### src/rtl/serial_edge_scheduler.sv
// rtl/serial_edge_scheduler.sv - word serializer feeding a falling-edge Mealy detector with edge counting
//
// Accepts a WIDTH-bit word on the in_* handshake and drives it one bit per
// cycle into a two-state 1->0 detector. After the word, one zero flush cycle
// is appended. The number of detector pulses (saturating at 2^CNT_W-1) is then
// offered on the out_* handshake.
//
// Build option: define SER_SCHED_LSB_FIRST_EN to serialize LSB first
// (default is MSB first).
//
// Ports:
//   clk, rst             clock, asynchronous active-high reset
//   in_valid/in_ready    word handshake, in_data carries the word
//   abort                cancels the word in flight (SHIFT/FLUSH only)
//   out_valid/out_ready  result handshake, out_count carries the edge count
//   ser_x, det_y         serial bit and detector output (observation)
//   busy                 high while in SHIFT or FLUSH
module serial_edge_scheduler #(
  parameter int WIDTH = 8,
  parameter int CNT_W = 4
) (
  input  logic             clk,
  input  logic             rst,
  input  logic             in_valid,
  output logic             in_ready,
  input  logic [WIDTH-1:0] in_data,
  input  logic             abort,
  output logic             out_valid,
  input  logic             out_ready,
  output logic [CNT_W-1:0] out_count,
  output logic             ser_x,
  output logic             det_y,
  output logic             busy
);

  localparam int IDX_W = $clog2(WIDTH);

  localparam logic [1:0] S_IDLE  = 2'd0;
  localparam logic [1:0] S_SHIFT = 2'd1;
  localparam logic [1:0] S_FLUSH = 2'd2;
  localparam logic [1:0] S_DONE  = 2'd3;

  localparam logic [IDX_W-1:0] LAST_IDX = IDX_W'(WIDTH - 1);
  localparam logic [CNT_W-1:0] CNT_MAX  = '1;

  logic [1:0]       state;
  logic [WIDTH-1:0] sreg;
  logic [IDX_W-1:0] idx;
  logic             det_state;  // previous ser_x, the detector's only state bit
  logic [CNT_W-1:0] cnt;
  logic             ser_bit;
  logic [WIDTH-1:0] sreg_next;

`ifdef SER_SCHED_LSB_FIRST_EN
  assign ser_bit   = sreg[0];
  assign sreg_next = {1'b0, sreg[WIDTH-1:1]};
`else
  assign ser_bit   = sreg[WIDTH-1];
  assign sreg_next = {sreg[WIDTH-2:0], 1'b0};
`endif

  assign busy      = (state == S_SHIFT) || (state == S_FLUSH);
  // FLUSH, IDLE and DONE all drive zero; only SHIFT exposes the word.
  assign ser_x     = (state == S_SHIFT) ? ser_bit : 1'b0;
  // Gated by busy so a stale detector state left by an abort cannot pulse in IDLE.
  assign det_y     = busy & det_state & ~ser_x;
  assign in_ready  = (state == S_IDLE);
  assign out_valid = (state == S_DONE);
  assign out_count = cnt;

  always_ff @(posedge clk or posedge rst) begin
    if (rst) begin
      state     <= S_IDLE;
      sreg      <= '0;
      idx       <= '0;
      det_state <= 1'b0;
      cnt       <= '0;
    end else begin
      case (state)
        S_IDLE: begin
          if (in_valid) begin
            sreg      <= in_data;
            idx       <= '0;
            cnt       <= '0;
            det_state <= 1'b0;
            state     <= S_SHIFT;
          end
        end
        S_SHIFT, S_FLUSH: begin
          if (abort) begin
            cnt       <= '0;
            det_state <= 1'b0;
            state     <= S_IDLE;
          end else begin
            det_state <= ser_x;
            if (det_y && (cnt != CNT_MAX)) begin
              cnt <= cnt + CNT_W'(1);
            end
            if (state == S_SHIFT) begin
              sreg <= sreg_next;
              idx  <= idx + IDX_W'(1);
              if (idx == LAST_IDX) begin
                state <= S_FLUSH;
              end
            end else begin
              state <= S_DONE;
            end
          end
        end
        S_DONE: begin
          if (out_ready) begin
            state <= S_IDLE;
          end
        end
        default: state <= S_IDLE;
      endcase
    end
  end

endmodule

### config.mk
export PLATFORM = sky130hd
export DESIGN_NAME = serial_edge_scheduler
export DESIGN_NICKNAME = d
export VERILOG_FILES = /design/src/rtl/serial_edge_scheduler.sv
export SDC_FILE = /design/constraint.sdc
export NUM_CORES = 1
export LEC_CHECK = 0
export CAP_MARGIN = 20
export CELL_PAD_IN_SITES_DETAIL_PLACEMENT = 1
export CELL_PAD_IN_SITES_GLOBAL_PLACEMENT = 1
export CORE_MARGIN = 2
export CORE_UTILIZATION = 39
export CTS_BUF_LIST = sky130_fd_sc_hd__clkbuf_4 sky130_fd_sc_hd__clkbuf_8
export CTS_CLUSTER_DIAMETER = 60
export DETAILED_ROUTE_END_ITERATION = 10
export GPL_TIMING_DRIVEN = 0
export PLACE_DENSITY = 0.84
export SETUP_SLACK_MARGIN = 0.15
export SLEW_MARGIN = 20
export SYNTH_ARGS = -nofsm -noshare
export SYNTH_HDL_FRONTEND = slang
export SYNTH_SLANG_ARGS = --single-unit
### constraint.sdc
create_clock -name clk -period 2.1 [get_ports clk]
set_input_delay 0.315 -clock clk [delete_from_list [all_inputs] [get_ports clk]]
set_output_delay 0.315 -clock clk [all_outputs]
set_load 0.05 [all_outputs]
==> flow_summary.json <==
{
  "muxShareOfSynthArea_pct": 10.7,
  "coreArea_um2": 2450,
  "path_clk_slew_ns": 0.11,
  "crit_path_max_incr_delay_ns": 0.55,
  "synth-compound-area-share_pct": 16.4,
  "setup_viol": 0,
  "drt_first_pass_iters": 4,
  "grt_max_degree": 19,
  "hold_path.class": "in2async",
  "dp_slack_ns": -0.190,
  "pin_count": 22,
  "die_area_um2": 2960,
  "dp_hpwl_um": 1680,
  "setup_ws_ns": 0.192,
  "holdBufCountCts": 0,
  "grt_pass1_wl_um": 3680,
  "track_usage_pct": 17.9,
  "yosys_warnings": 0,
  "dieWidth_um": 54.4,
  "drive_gt1_share_pct": 18.0,
  "area_growth_pct": 34.2,
  "first_iter_violations": 6,
  "ant_nets": 0,
  "synth_area_um2": 992,
  "diodes": 0,
  "place.gp.congestion": 0.679,
  "overflow": 0,
  "peakVddDrop_v": 0.000986,
  "grt_antenna_before_repair": 0,
  "cts_max_path_buffers": 2,
  "cp.arrival_ns": 1.59,
  "drc": 0,
  "htree_levels": 1,
  "cts_buffers": 3,
  "synth_top_area_cell": "dfrtp_1",
  "rows": 18,
  "avgRoutedWirePerCell_um": 14.5,
  "start_util_pct": 40.4,
  "synth.area.top_cells": "dfrtp_1 (45%), ha_1 (8.8%), mux2i_1 (8.1%), o21ai_0 (6.6%), nand2_1 (6.4%)",
  "wirelength_um": 2300,
  "syn_nets": 120,
  "cpLargestDelayFamily": "buffers and inverters",
  "fin_crit_sh_pct": 90.9,
  "yosys.area_share.simple_pct": 13.7,
  "clk_latency_ns": 0.31,
  "avgSynthCellArea_um2": 9.92,
  "die_h_um": 54.4,
  "max_freq_mhz": 524,
  "cp.required_ns": 1.78,
  "slew_headroom_pct": 52.9,
  "hold_viol": 0,
  "cts_root_buffer": "clkbuf_4",
  "post-route-min-period_ns": 1.91,
  "slowest_stage": "dlygate4sd2_1",
  "cp_max_fo": 4,
  "yosysSeqAreaShare_pct": 45.4,
  "num_vias": 821,
  "p_leak_nw": 0.672,
  "syn_inst": 100,
  "final_common_cell": "dfrtp_1",
  "path_cells": "buf_4, ha_1, dlygate4sd2_1",
  "status": "finished clean",
  "synth_top_area_share_pct": 45.4,
  "power_density_nw_per_um2": 1490,
  "mostFrequentLayoutCells": "dfrtp_1 (18), nand2_1 (16), clkdlybuf4s50_1 (14), o21ai_0 (13), mux2i_1 (8)",
  "start_kind": "flop",
  "timing.hold.ws_ns": 0.404,
  "final_max_slew_viol_count": 0,
  "synth_adder_area_share_pct": 8.83,
  "endpoint_kind": "primary output",
  "cts_sinks": 18,
  "rsz0062_at_grt": "yes",
  "critPathKind": "reg2out",
  "avgViaCountPerCell": 5.20,
  "yosysUniqueCellTypes": 26,
  "drv_cap": 0,
  "first_global_vias": 820,
  "fill_cells": 281,
  "worst_pin_slew_ns": 0.706,
  "cts_tree": "done",
  "worst-path-buf-inv": 2,
  "ys_seq_elements": 18,
  "synth-xor-area-share_pct": 0,
  "io_buffer_count": 21,
  "synth_top_family_by_area": "compound AO/OA/AOI/OAI gates",
  "final_nets": 149,
  "fin_skew_ns": 0.00710
}
## what timing repair did
item | in CTS | in global routing
buffers inserted | 0 | 3
resized for setup | 18 | 8
endpoints found under the setup margin | 5 | 18
pin swaps | 0 | 1
hold endpoints to repair | 0 | 0
## area by class of cell
type | count | area (um2) | share of cell area [%]
Timing Repair Buffer | 24 | 240 | 18.0
Clock buffer | 4 | 36.3 | 2.73
Buffer | 4 | 26.3 | 1.97
Tap cell | 30 | 37.5 | 2.82
Multi-Input combinational cell | 72 | 518 | 38.9
Sequential cell | 18 | 450 | 33.8
Inverter | 6 | 22.5 | 1.69
## path summary, 6_finish.rpt
check	startpoint	cells after the start	end	slack, ns
min	rst	2	out_count[0]	0.40
max reg2reg	state[0]	7	sreg[0]	0.32
max in group asynchronous	rst	2	sreg[0]	1.25
min in group clk	sreg[6]	2	sreg[6]	0.49
max	state[1]	3	out_valid	0.19
min reg2reg	sreg[6]	2	sreg[6]	0.49
## per-layer routing
metal	part of all wire (%)	GRT usage [%]	vias to the layer above
met5	0	0	-
met4	1.7	7.50	0
met3	4.7	3.28	3
met2	52	32.3	24
met1	42	20.4	392
li1	-	-	402
## kinds of logic after synthesis
group	after synthesis
compound gates	26
fa+ha+maj	7
buf+inv	10
flops	18
mux	10
simple gates	29
## synthesized netlist by cell type
cell	instances
mux2i_1	8
or2b_1	1
o21ai_1	1
nand3_1	1
and2_4	1
a21oi_1	4
nor2b_1	1
nand2b_1	3
a22oi_1	2
o21ai_0	13
a41o_1	1
mux2_4	1
a2bb2oi_1	1
a311oi_2	1
a31oi_1	1
buf_2	3
ha_1	7
and3_1	3
a22o_1	1
mux2_2	1
nand2_1	17
inv_1	6
buf_6	1
nor2_1	2
dfrtp_1	18
o41ai_1	1
## report_power, final
part | leakage, nW | internal, mW | total [mW] | switching [mW]
clock | 0.0210 | 0.106 | 0.222 | 0.116
sequential | 0.235 | 0.465 | 0.531 | 0.0664
combinational | 0.416 | 0.486 | 1.22 | 0.739
## metrics by stage
step	std cells	util [%]	total power, mW	setup TNS [ns]	cell area, um2
6_report	158	54.2	1.98	0	1330
4_1_cts	155	52.3	1.93	0	1280
2_1_floorplan	100	-	1.41	0	1000
3_3_place_gp	151	50.9	1.66	-0.148	1250
5_1_grt	158	54.2	2.16	0	1330
3_5_place_dp	151	50.9	1.72	-0.228	1250
## state kept, by name, summed over array words and instances (netlist names)
name,count
sreg,8
idx,3
state,2
out_count,4
det_state,1
## worst register-to-register path, cell delays in order (launching register included)
cell and delay, ns:
dfrtp_1 0.42, inv_1 0.15, ha_4 0.25, mux2_2 0.35
nand2_1 0.14, buf_2 0.24, nand2_1 0.08, o21ai_0 0.07
Power figures use the tool's default switching activity.
